## src/rtl/mem_stage_mc_if.sv

```systemverilog
// Data-memory request/acknowledge bus used by the multi-cycle memory stage.
// The stage is the master; the data memory (or its model) is the slave.
interface mem_stage_mc_if #(
  parameter int DATA_W = 16
);
  logic              dmem_req;
  logic              dmem_we;
  logic [DATA_W-1:0] dmem_addr;
  logic [DATA_W-1:0] dmem_wdata;
  logic              dmem_ack;
  logic [DATA_W-1:0] dmem_rdata;

  modport master (
    output dmem_req, dmem_we, dmem_addr, dmem_wdata,
    input  dmem_ack, dmem_rdata
  );

  modport slave (
    input  dmem_req, dmem_we, dmem_addr, dmem_wdata,
    output dmem_ack, dmem_rdata
  );
endinterface

```

## src/rtl/mem_stage_mc.sv

```systemverilog
// Multi-cycle memory stage: PC-select/forwarding muxes, a req/ack data-memory
// port with timeout, and the MEM/WB pipeline register.
module mem_stage_mc #(
  parameter int DATA_W   = 16,
  parameter int REG_AW   = 3,
  parameter int MAX_WAIT = 15
) (
  input  logic              clk,
  input  logic              rst_n,
  input  logic              in_valid,
  input  logic              mem_read,
  input  logic              mem_write,
  input  logic [1:0]        pc_select,
  input  logic [1:0]        fwd_select,
  input  logic [DATA_W-1:0] alu_out_in,
  input  logic [DATA_W-1:0] d2_in,
  input  logic [DATA_W-1:0] pc_plus_1_in,
  input  logic [DATA_W-1:0] pc_plus_imm_in,
  input  logic [DATA_W-1:0] zero_pad_in,
  input  logic [REG_AW-1:0] rd_in,
  output logic              stall_out,
  output logic [DATA_W-1:0] pc_updated_out,
  output logic [DATA_W-1:0] fwd_data_out,
  mem_stage_mc_if.master    dmem,
  output logic              wb_valid,
  output logic              wb_err,
  output logic [DATA_W-1:0] wb_alu_out,
  output logic [DATA_W-1:0] wb_data,
  output logic [DATA_W-1:0] wb_pc_plus_1,
  output logic [REG_AW-1:0] wb_rd
);

  localparam int CW = $clog2(MAX_WAIT + 1);

  typedef enum logic {IDLE, BUSY} state_t;

  typedef struct packed {
    logic              rd_op;
    logic              wr_op;
    logic [1:0]        pc_sel;
    logic [1:0]        fwd_sel;
    logic [DATA_W-1:0] alu;
    logic [DATA_W-1:0] d2;
    logic [DATA_W-1:0] pcp1;
    logic [DATA_W-1:0] pcimm;
    logic [DATA_W-1:0] zpad;
    logic [REG_AW-1:0] rd;
  } op_t;

  state_t            state_q;
  logic [CW-1:0]     cnt_q;
  op_t               op_q;
  logic              wb_valid_q;
  logic              wb_err_q;
  logic [DATA_W-1:0] wb_alu_q;
  logic [DATA_W-1:0] wb_data_q;
  logic [DATA_W-1:0] wb_pcp1_q;
  logic [REG_AW-1:0] wb_rd_q;

  op_t  op_live_d;
  op_t  op_sel_d;
  logic busy_d;
  logic wait_last_d;

  assign busy_d      = (state_q == BUSY);
  assign wait_last_d = (cnt_q == CW'(MAX_WAIT - 1));

  always_comb begin
    op_live_d         = '0;
    op_live_d.rd_op   = mem_read;
    op_live_d.wr_op   = mem_write;
    op_live_d.pc_sel  = pc_select;
    op_live_d.fwd_sel = fwd_select;
    op_live_d.alu     = alu_out_in;
    op_live_d.d2      = d2_in;
    op_live_d.pcp1    = pc_plus_1_in;
    op_live_d.pcimm   = pc_plus_imm_in;
    op_live_d.zpad    = zero_pad_in;
    op_live_d.rd      = rd_in;
  end

  // While a transaction is outstanding the muxes describe the latched op,
  // since upstream may present anything during the stall.
  assign op_sel_d = busy_d ? op_q : op_live_d;

  always_comb begin
    pc_updated_out = '0;
    case (op_sel_d.pc_sel)
      2'b00:   pc_updated_out = op_sel_d.pcp1;
      2'b01:   pc_updated_out = op_sel_d.pcimm;
      2'b10:   pc_updated_out = op_sel_d.d2;
      default: pc_updated_out = '0;
    endcase
  end

  always_comb begin
    fwd_data_out = '0;
    case (op_sel_d.fwd_sel)
      2'b00:   fwd_data_out = op_sel_d.alu;
      2'b01:   fwd_data_out = op_sel_d.pcp1;
      2'b10:   fwd_data_out = op_sel_d.zpad;
      default: fwd_data_out = '0;
    endcase
  end

  assign stall_out       = busy_d;
  assign dmem.dmem_req   = busy_d;
  assign dmem.dmem_we    = busy_d & op_q.wr_op;
  assign dmem.dmem_addr  = busy_d ? op_q.alu : '0;
  assign dmem.dmem_wdata = busy_d ? op_q.d2  : '0;

  always_ff @(posedge clk or negedge rst_n) begin
    if (!rst_n) begin
      state_q    <= IDLE;
      cnt_q      <= '0;
      op_q       <= '0;
      wb_valid_q <= 1'b0;
      wb_err_q   <= 1'b0;
      wb_alu_q   <= '0;
      wb_data_q  <= '0;
      wb_pcp1_q  <= '0;
      wb_rd_q    <= '0;
    end else begin
      case (state_q)
        IDLE: begin
          if (in_valid && (mem_read || mem_write)) begin
            op_q       <= op_live_d;
            cnt_q      <= '0;
            state_q    <= BUSY;
            wb_valid_q <= 1'b0;
          end else if (in_valid) begin
            wb_valid_q <= 1'b1;
            wb_err_q   <= 1'b0;
            wb_alu_q   <= alu_out_in;
            wb_data_q  <= '0;
            wb_pcp1_q  <= pc_plus_1_in;
            wb_rd_q    <= rd_in;
          end else begin
            wb_valid_q <= 1'b0;
          end
        end
        BUSY: begin
          // An ack on the last allowed cycle still completes cleanly.
          if (dmem.dmem_ack || wait_last_d) begin
            state_q    <= IDLE;
            wb_valid_q <= 1'b1;
            wb_err_q   <= ~dmem.dmem_ack;
            wb_alu_q   <= op_q.alu;
            wb_data_q  <= (dmem.dmem_ack && op_q.rd_op) ? dmem.dmem_rdata : '0;
            wb_pcp1_q  <= op_q.pcp1;
            wb_rd_q    <= op_q.rd;
          end else begin
            cnt_q      <= cnt_q + CW'(1);
            wb_valid_q <= 1'b0;
          end
        end
        default: state_q <= IDLE;
      endcase
    end
  end

  assign wb_valid     = wb_valid_q;
  assign wb_err       = wb_err_q;
  assign wb_alu_out   = wb_alu_q;
  assign wb_data      = wb_data_q;
  assign wb_pc_plus_1 = wb_pcp1_q;
  assign wb_rd        = wb_rd_q;

endmodule
```

## src/flat_wrapper.sv

```systemverilog
// flat-port wrapper written by rule: the top's interface ports become plain ports
module mem_stage_mc_flat 
#(
  parameter int DATA_W   = 16,
  parameter int REG_AW   = 3,
  parameter int MAX_WAIT = 15
)
  (clk, rst_n, in_valid, mem_read, mem_write, pc_select, fwd_select, alu_out_in, d2_in, pc_plus_1_in, pc_plus_imm_in, zero_pad_in, rd_in, stall_out, pc_updated_out, fwd_data_out, wb_valid, wb_err, wb_alu_out, wb_data, wb_pc_plus_1, wb_rd, dmem_dmem_req, dmem_dmem_we, dmem_dmem_addr, dmem_dmem_wdata, dmem_dmem_ack, dmem_dmem_rdata);
  mem_stage_mc_if #(.DATA_W(DATA_W)) dmem_i ();
  input  logic clk;
  input  logic rst_n;
  input  logic in_valid;
  input  logic mem_read;
  input  logic mem_write;
  input  logic [1:0] pc_select;
  input  logic [1:0] fwd_select;
  input  logic [DATA_W-1:0] alu_out_in;
  input  logic [DATA_W-1:0] d2_in;
  input  logic [DATA_W-1:0] pc_plus_1_in;
  input  logic [DATA_W-1:0] pc_plus_imm_in;
  input  logic [DATA_W-1:0] zero_pad_in;
  input  logic [REG_AW-1:0] rd_in;
  output logic stall_out;
  output logic [DATA_W-1:0] pc_updated_out;
  output logic [DATA_W-1:0] fwd_data_out;
  output logic wb_valid;
  output logic wb_err;
  output logic [DATA_W-1:0] wb_alu_out;
  output logic [DATA_W-1:0] wb_data;
  output logic [DATA_W-1:0] wb_pc_plus_1;
  output logic [REG_AW-1:0] wb_rd;
  output wire logic [$bits(dmem_i.dmem_req)-1:0] dmem_dmem_req;
  output wire logic [$bits(dmem_i.dmem_we)-1:0] dmem_dmem_we;
  output wire logic [$bits(dmem_i.dmem_addr)-1:0] dmem_dmem_addr;
  output wire logic [$bits(dmem_i.dmem_wdata)-1:0] dmem_dmem_wdata;
  input wire logic [$bits(dmem_i.dmem_ack)-1:0] dmem_dmem_ack;
  input wire logic [$bits(dmem_i.dmem_rdata)-1:0] dmem_dmem_rdata;
  assign dmem_dmem_req = dmem_i.dmem_req;
  assign dmem_dmem_we = dmem_i.dmem_we;
  assign dmem_dmem_addr = dmem_i.dmem_addr;
  assign dmem_dmem_wdata = dmem_i.dmem_wdata;
  assign dmem_i.dmem_ack = dmem_dmem_ack;
  assign dmem_i.dmem_rdata = dmem_dmem_rdata;
  mem_stage_mc #(.DATA_W(DATA_W), .REG_AW(REG_AW), .MAX_WAIT(MAX_WAIT)) u_core (.clk(clk), .rst_n(rst_n), .in_valid(in_valid), .mem_read(mem_read), .mem_write(mem_write), .pc_select(pc_select), .fwd_select(fwd_select), .alu_out_in(alu_out_in), .d2_in(d2_in), .pc_plus_1_in(pc_plus_1_in), .pc_plus_imm_in(pc_plus_imm_in), .zero_pad_in(zero_pad_in), .rd_in(rd_in), .stall_out(stall_out), .pc_updated_out(pc_updated_out), .fwd_data_out(fwd_data_out), .dmem(dmem_i), .wb_valid(wb_valid), .wb_err(wb_err), .wb_alu_out(wb_alu_out), .wb_data(wb_data), .wb_pc_plus_1(wb_pc_plus_1), .wb_rd(wb_rd));
endmodule
```

## config.mk

```make
export PLATFORM = sky130hd
export DESIGN_NAME = mem_stage_mc_flat
export DESIGN_NICKNAME = d
export VERILOG_FILES = /design/src/rtl/mem_stage_mc_if.sv /design/src/rtl/mem_stage_mc.sv /design/src/flat_wrapper.sv
export SDC_FILE = /design/constraint.sdc
export NUM_CORES = 1
export LEC_CHECK = 0
export BUFFER_PORTS_ARGS = -buffer_cell sky130_fd_sc_hd__buf_2
export CAP_MARGIN = 10
export CORE_MARGIN = 2
export CORE_UTILIZATION = 36
export DETAILED_ROUTE_END_ITERATION = 10
export SETUP_SLACK_MARGIN = 0.2
export SYNTH_ARGS = -nofsm -noshare
export SYNTH_HDL_FRONTEND = slang
export SYNTH_SLANG_ARGS = --single-unit
export TNS_END_PERCENT = 5
```

## constraint.sdc

```tcl
create_clock -name clk -period 5.6 [get_ports clk]
set_clock_uncertainty 0.05 [all_clocks]
set_input_delay 1.12 -clock clk [delete_from_list [all_inputs] [get_ports clk]]
set_output_delay 1.12 -clock clk [all_outputs]
set_load 0.005 [all_outputs]
```

==> run summary, run 1 <==
### Timing
* total setup violations reported at the end of the flow: 0
* final-report max-slew violation count: 0
* top achievable clock speed: 229 MHz
* transition at the pin with the smallest max-transition slack: 1.04 ns
* setup TNS: 0 ns
* final critical-path share of the clock period: 0.778
* number of hold violations in the final report: 0
* final period demand of the worst path: 4.36 ns
* unrepaired setup endpoints after global routing: no
* Max-slew headroom: 0.301

### Drt
* starting DRC count in detailed routing: 168
* DR WL/cell: 19.4 µm
* via-per-instance ratio: 5.02
* vias: 5406
* drt total wl: 20.9 mm
* Post-route DRC: 0
* antenna violation net count after detailed routing: 0
* first-pass iteration count of the detailed router: 4

### Yosys
* most frequent cells after synthesis: 147 x sky130_fd_sc_hd__dfrtp_1, 99 x sky130_fd_sc_hd__mux2_2, 63 x sky130_fd_sc_hd__mux2i_1
* most common flop cell mapped by yosys: sky130_fd_sc_hd__dfrtp_1
* number of enable flip-flop cells after synthesis: 0
* top cells by area in the synthesized netlist: sky130_fd_sc_hd__dfrtp_1 49%, sky130_fd_sc_hd__mux2_2 15%, sky130_fd_sc_hd__mux2i_1 8.4%
* Synth cell types: 37
* synthesized area: 0.00751 mm²
* mean instance size in the synthesized netlist: 13.0 µm²
* area share of the leading cell type in the synthesized netlist: 0.490
* proportion of synthesized flip-flops having asynchronous set or reset: 1.00
* Post-Syn Nets: 690
* warnings from Yosys: 0
* flip-flop and latch count after synthesis: 147
* sequential area share after synthesis: 0.490
* dominant cell by count in the synthesized netlist: sky130_fd_sc_hd__dfrtp_1
* gate count after technology mapping: 579
* dominant cell type by area after synthesis: sky130_fd_sc_hd__dfrtp_1

### Clock network
* Clock Sinks: 147
* # hold bufs at CTS: 0
* count of buffers added by post-CTS timing repair for setup: 0
* clk slew on worst S/H paths: 0.06 ns
* Inserted Clock Buffers: 17
* H-tree depth reported by CTS: 4
* Resize count post-CTS: 0
* clock tree from TritonCTS: yes
* Root Driver: sky130_fd_sc_hd__clkbuf_16
* clk_lat worst skew: 0.42 ns
* buffer depth of the longest clock path: 2

### Placed design
* Final HPWL DP: 14.8 mm
* number of port buffers: 228
* Area after DPL: 0.00879 mm²
* final RePlAce weighted congestion: 0.811
* Cell Count Post-Placement: 1044

### Worst setup path
* type of the worst setup path: flip-flop to output port
* Data required, critical path: 4.43 ns
* worst reg2reg endpoint: u_core.op_q[56]
* WP data arrival: 3.19 ns
* reg-to-reg slack, setup: 2.51 ns
* crit end category: output port
* critical path peak fanout: 46
* startpoint kind of the worst setup timing path: flip-flop
* reg2reg path depth: 5
* launching point of the worst reg2reg path: u_core.dmem.dmem_req

### Finish
* final core occ: 0.459
* Inserted Diodes: 0
* signed area change from the synthesized netlist to the final layout: 24.4%
* number of non-filler instances in the completed layout: 1076
* total number of nets in the final design: 904
* layout cells sized above 1: 0.512
* area of all placed cells without fillers: 0.00935 mm²

### Floorplan
* floorplan die height: 148 µm
* Die Width: 148 µm
* Core Area: 0.0204 mm²
* number of primary I/O pins: 229
* initial cell density of the core: 0.369
* standard-cell row count: 52
* Die Area: 0.0220 mm²

### GRT
* vias in the first global route: 5569
* wire length of the first global-routing pass: 31.9 mm
* number of antenna violations at the first check in global routing: 2
* GRT Resource Usage Total: 0.191
* largest net degree at the start of global routing: 85
* residual overflow from global routing: 0

### Run
* count of maximum capacitance violations: 0

### Pwr
* leakage power: 4.65 nW
* total power density per cell area: 406 mW/mm²
* worst vdd rail ir drop: 202 µV

### Min path
* worst hold path cell count: 1
* worst min-delay path class: flip-flop to flip-flop
* Min-Delay Startpoint: u_core.wb_pc_plus_1[14]
* end point of the worst hold path: u_core.wb_pc_plus_1[14]

### Run status
* run status: finished clean

state kept, by name, indices dropped and copies added, names as in the netlist:
name                  count
u_core.cnt_q              4
u_core.wb_alu_out        16
u_core.dmem.dmem_req      1
u_core.wb_data           16
u_core.wb_rd              3
u_core.wb_valid           1
u_core.wb_err             1
u_core.wb_pc_plus_1      16
u_core.op_q              89
stage by stage:
step | total power [mW] | hold WS (ns) | setup WS [ns]
final | 3.80 | 0.436 | 1.24
after global routing | 4.03 | 0.458 | 0.967
after CTS | 3.85 | 0.441 | 1.20
after detailed placement | 2.74 | 0.427 | 1.45
after global placement | 2.72 | 0.419 | 1.50
after floorplan | 2.25 | 0.421 | 2.30
worst max-delay path by stage:
| stage | start | endpoint | slack (ns) | depth (start not counted) |
|---|---|---|---|---|
| after floorplan | fwd_select[1] | fwd_data_out[0] | 2.30 | 5 |
| after global placement | fwd_select[1] | fwd_data_out[6] | 1.50 | 5 |
| after detailed placement | fwd_select[1] | fwd_data_out[11] | 1.45 | 5 |
| after CTS | u_core.dmem.dmem_req | pc_updated_out[14] | 1.20 | 5 |
| after global routing | u_core.dmem.dmem_req | pc_updated_out[12] | 0.97 | 5 |
| final | u_core.dmem.dmem_req | pc_updated_out[12] | 1.24 | 5 |
layer usage:
layer,vias to the layer above,wire length (µm),track usage
li1,2519,-,-
met1,2697,9120,0.240
met2,156,10100,0.312
met3,32,1190,0.0583
met4,2,483,0.0676
met5,-,13,0
area by class of cell:
cell class                 instances  area (µm²)
multi-input combinational        357        3440
fill                            1922       11000
tap                              270         338
clock buffer                      18         439
clock inverter                    14         118
inverter                          35         131
timing repair buffer             235        1200
sequential                       147        3680
worst max-delay path, cell delays in order, from the launching register on:
cell                       delay [ns]
sky130_fd_sc_hd__dfrtp_4         0.67
sky130_fd_sc_hd__buf_4           0.63
sky130_fd_sc_hd__nor3b_2         0.96
sky130_fd_sc_hd__o21ai_0         0.21
sky130_fd_sc_hd__o221ai_1        0.12
sky130_fd_sc_hd__buf_2           0.17
cells by family (layout without fill, tap and decap cells):
kind of cell / after synthesis / after routing / share of synthesized area
flip-flops: 147 / 147 / 0.490
buffers and inverters: 75 / 302 / 0.0551
adder cells (fa/ha/maj): 2 / 2 / 0.00333
multiplexers: 210 / 210 / 0.322
AO/OA/AOI/OAI: 91 / 91 / 0.0857
AND/OR/NAND/NOR: 54 / 54 / 0.0441
cell usage in the layout, fill, tap and decap left out, types with 2 or more instances in the layout:
cell / count
sky130_fd_sc_hd__a21oi_1: 16
sky130_fd_sc_hd__a22o_1: 16
sky130_fd_sc_hd__and2_1: 33
sky130_fd_sc_hd__and3_1: 2
sky130_fd_sc_hd__buf_2: 227
sky130_fd_sc_hd__buf_4: 7
sky130_fd_sc_hd__clkbuf_16: 17
sky130_fd_sc_hd__clkinv_4: 3
sky130_fd_sc_hd__clkinvlp_4: 3
sky130_fd_sc_hd__dfrtp_1: 146
sky130_fd_sc_hd__ha_1: 2
sky130_fd_sc_hd__inv_1: 34
sky130_fd_sc_hd__inv_6: 6
sky130_fd_sc_hd__mux2_1: 12
sky130_fd_sc_hd__mux2_2: 99
sky130_fd_sc_hd__mux2_4: 36
sky130_fd_sc_hd__mux2i_1: 63
sky130_fd_sc_hd__nand2_1: 2
sky130_fd_sc_hd__nand2b_1: 2
sky130_fd_sc_hd__nor2_1: 5
sky130_fd_sc_hd__o21ai_0: 20
sky130_fd_sc_hd__o221ai_1: 18
sky130_fd_sc_hd__o22ai_1: 14
sky130_fd_sc_hd__o22ai_2: 2
power breakdown:
group | switching [mW] | total, mW | leakage, nW | internal [mW]
sequential | 0.160 | 1.51 | 1.76 | 1.35
combinational | 0.565 | 1.20 | 2.63 | 0.633
clock | 0.499 | 1.09 | 0.267 | 0.591
total | 1.22 | 3.80 | 4.65 | 2.57
Note: power is estimated with default switching activity, not from simulation.
==> run 2: changes to the inputs <==
Clock period 5.6 ns to 4.5 ns, I/O delays scaled along.
==> run summary, run 2 (synthesis results as in run 1) <==
### Timing
* Max-slew headroom: 0.215
* transition at the pin with the smallest max-transition slack: 1.18 ns
* setup TNS: 0 ns
* total setup violations reported at the end of the flow: 0
* final critical-path share of the clock period: 0.815
* top achievable clock speed: 273 MHz
* final-report max-slew violation count: 0
* number of hold violations in the final report: 0
* unrepaired setup endpoints after global routing: no
* final period demand of the worst path: 3.67 ns

### Placed design
* final RePlAce weighted congestion: 0.835
* Final HPWL DP: 14.8 mm
* number of port buffers: 228

### Worst setup path
* type of the worst setup path: flip-flop to output port
* crit end category: output port
* CP cell instances: mux2_1 > buf_4 > nand2b_1 > o22ai_1 > buf_2
* WP data arrival: 2.72 ns
* Data required, critical path: 3.55 ns
* slowest stage cell, crit path: sky130_fd_sc_hd__dfrtp_4
* startpoint kind of the worst setup timing path: flip-flop
* critical path peak fanout: 37
* largest incremental delay on the critical path: 0.72 ns

### Clock network
* clk slew on worst S/H paths: 0.07 ns
* H-tree depth reported by CTS: 4
* clock tree from TritonCTS: yes
* # hold bufs at CTS: 0
* count of buffers added by post-CTS timing repair for setup: 0
* Clock Sinks: 147
* clk_lat worst skew: 0.42 ns
* buffer depth of the longest clock path: 2
* Root Driver: sky130_fd_sc_hd__clkbuf_16
* Resize count post-CTS: 0
* Inserted Clock Buffers: 17

### Drt
* Post-route DRC: 0
* DR WL/cell: 19.0 µm
* drt total wl: 20.5 mm
* antenna violation net count after detailed routing: 0
* starting DRC count in detailed routing: 234
* vias: 5373
* first-pass iteration count of the detailed router: 4
* via-per-instance ratio: 4.98

### Floorplan
* Core Area: 0.0204 mm²
* floorplan die height: 148 µm
* standard-cell row count: 52
* number of primary I/O pins: 229
* initial cell density of the core: 0.369
* Die Width: 148 µm
* Die Area: 0.0220 mm²

### GRT
* wire length of the first global-routing pass: 31.7 mm
* residual overflow from global routing: 0
* vias in the first global route: 5457
* GRT Resource Usage Total: 0.188
* largest net degree at the start of global routing: 96
* number of antenna violations at the first check in global routing: 1

### Pwr
* total power density per cell area: 507 mW/mm²
* worst vdd rail ir drop: 276 µV
* leakage power: 4.69 nW
* total power: 4.78 mW

### Finish
* Fill cells: 1950
* most common cell after layout, fill and taps aside: sky130_fd_sc_hd__buf_2
* final core occ: 0.463
* top library cells by usage in the layout, fill and taps aside: 227 x sky130_fd_sc_hd__buf_2, 146 x sky130_fd_sc_hd__dfrtp_1, 99 x sky130_fd_sc_hd__mux2_2
* layout cells sized above 1: 0.512
* register with the most flip-flops: u_core.op_q
* max reg flops: 89
* total number of nets in the final design: 906
* signed area change from the synthesized netlist to the final layout: 25.4%

### Min path
* worst min-delay path class: input port to asynchronous set/reset pin

### Run
* count of maximum capacitance violations: 0

### Run status
* run status: finished clean

[run 2: area by class of cell]
type / instances / area, µm² / area share
multi-input combinational: 357 / 3440 / 0.365
timing repair buffer: 237 / 1250 / 0.133
clock buffer: 18 / 429 / 0.0456
antenna: 1 / 2.50 / 0.000266
tap: 270 / 338 / 0.0359
inverter: 35 / 131 / 0.0139
clock inverter: 14 / 143 / 0.0151
sequential: 147 / 3680 / 0.391
[run 2: worst paths after layout]
check | from | endpoint | slack (ns) | cells past startpoint
max | u_core.dmem.dmem_req | fwd_data_out[8] | 0.83 | 5
min | rst_n | u_core.wb_data[5] | 0.36 | 1
max reg2reg | u_core.dmem.dmem_req | u_core.wb_alu_out[3] | 1.84 | 4
min reg2reg | u_core.wb_pc_plus_1[12] | u_core.wb_pc_plus_1[12] | 0.44 | 1
max in group asynchronous | rst_n | u_core.op_q[50] | 3.11 | 2
min in group clk | u_core.wb_pc_plus_1[12] | u_core.wb_pc_plus_1[12] | 0.44 | 1
[run 2: worst max-delay path, delay by kind of cell (launching register included)]
kind | cells | cell delay, ns
simple gates | 1 | 0.48
buf+inv | 2 | 0.38
flops | 1 | 0.72
compound gates | 1 | 0.32
mux | 1 | 0.37
[run 2: routing by layer]
metal  vias up  track usage  share of wire
met5         -            0              0
met4         0       0.0543          0.018
met3        17       0.0451          0.055
met2       143        0.302           0.47
met1      2688        0.252           0.45
li1       2525            -              -
[run 2: where the power goes]
part	leakage [nW]	internal [mW]	total (mW)	switching (mW)
Sequential	1.76	1.68	1.88	0.200
Clock	0.277	0.781	1.40	0.615
Combinational	2.65	0.798	1.50	0.703
Total	4.69	3.26	4.78	1.52
[run 2: metrics by stage]
step / area (µm²) / cells / hold slack (ns) / setup WS [ns]
final: 9420 / 1079 / 0.361 / 0.833
after global routing: 9420 / 1078 / 0.384 / 0.630
after CTS: 9420 / 1078 / 0.375 / 0.802
after detailed placement: 8850 / 1046 / 0.429 / 1.09
after global placement: 8850 / 1046 / 0.419 / 1.13
after floorplan: 7510 / 579 / 0.421 / 1.64
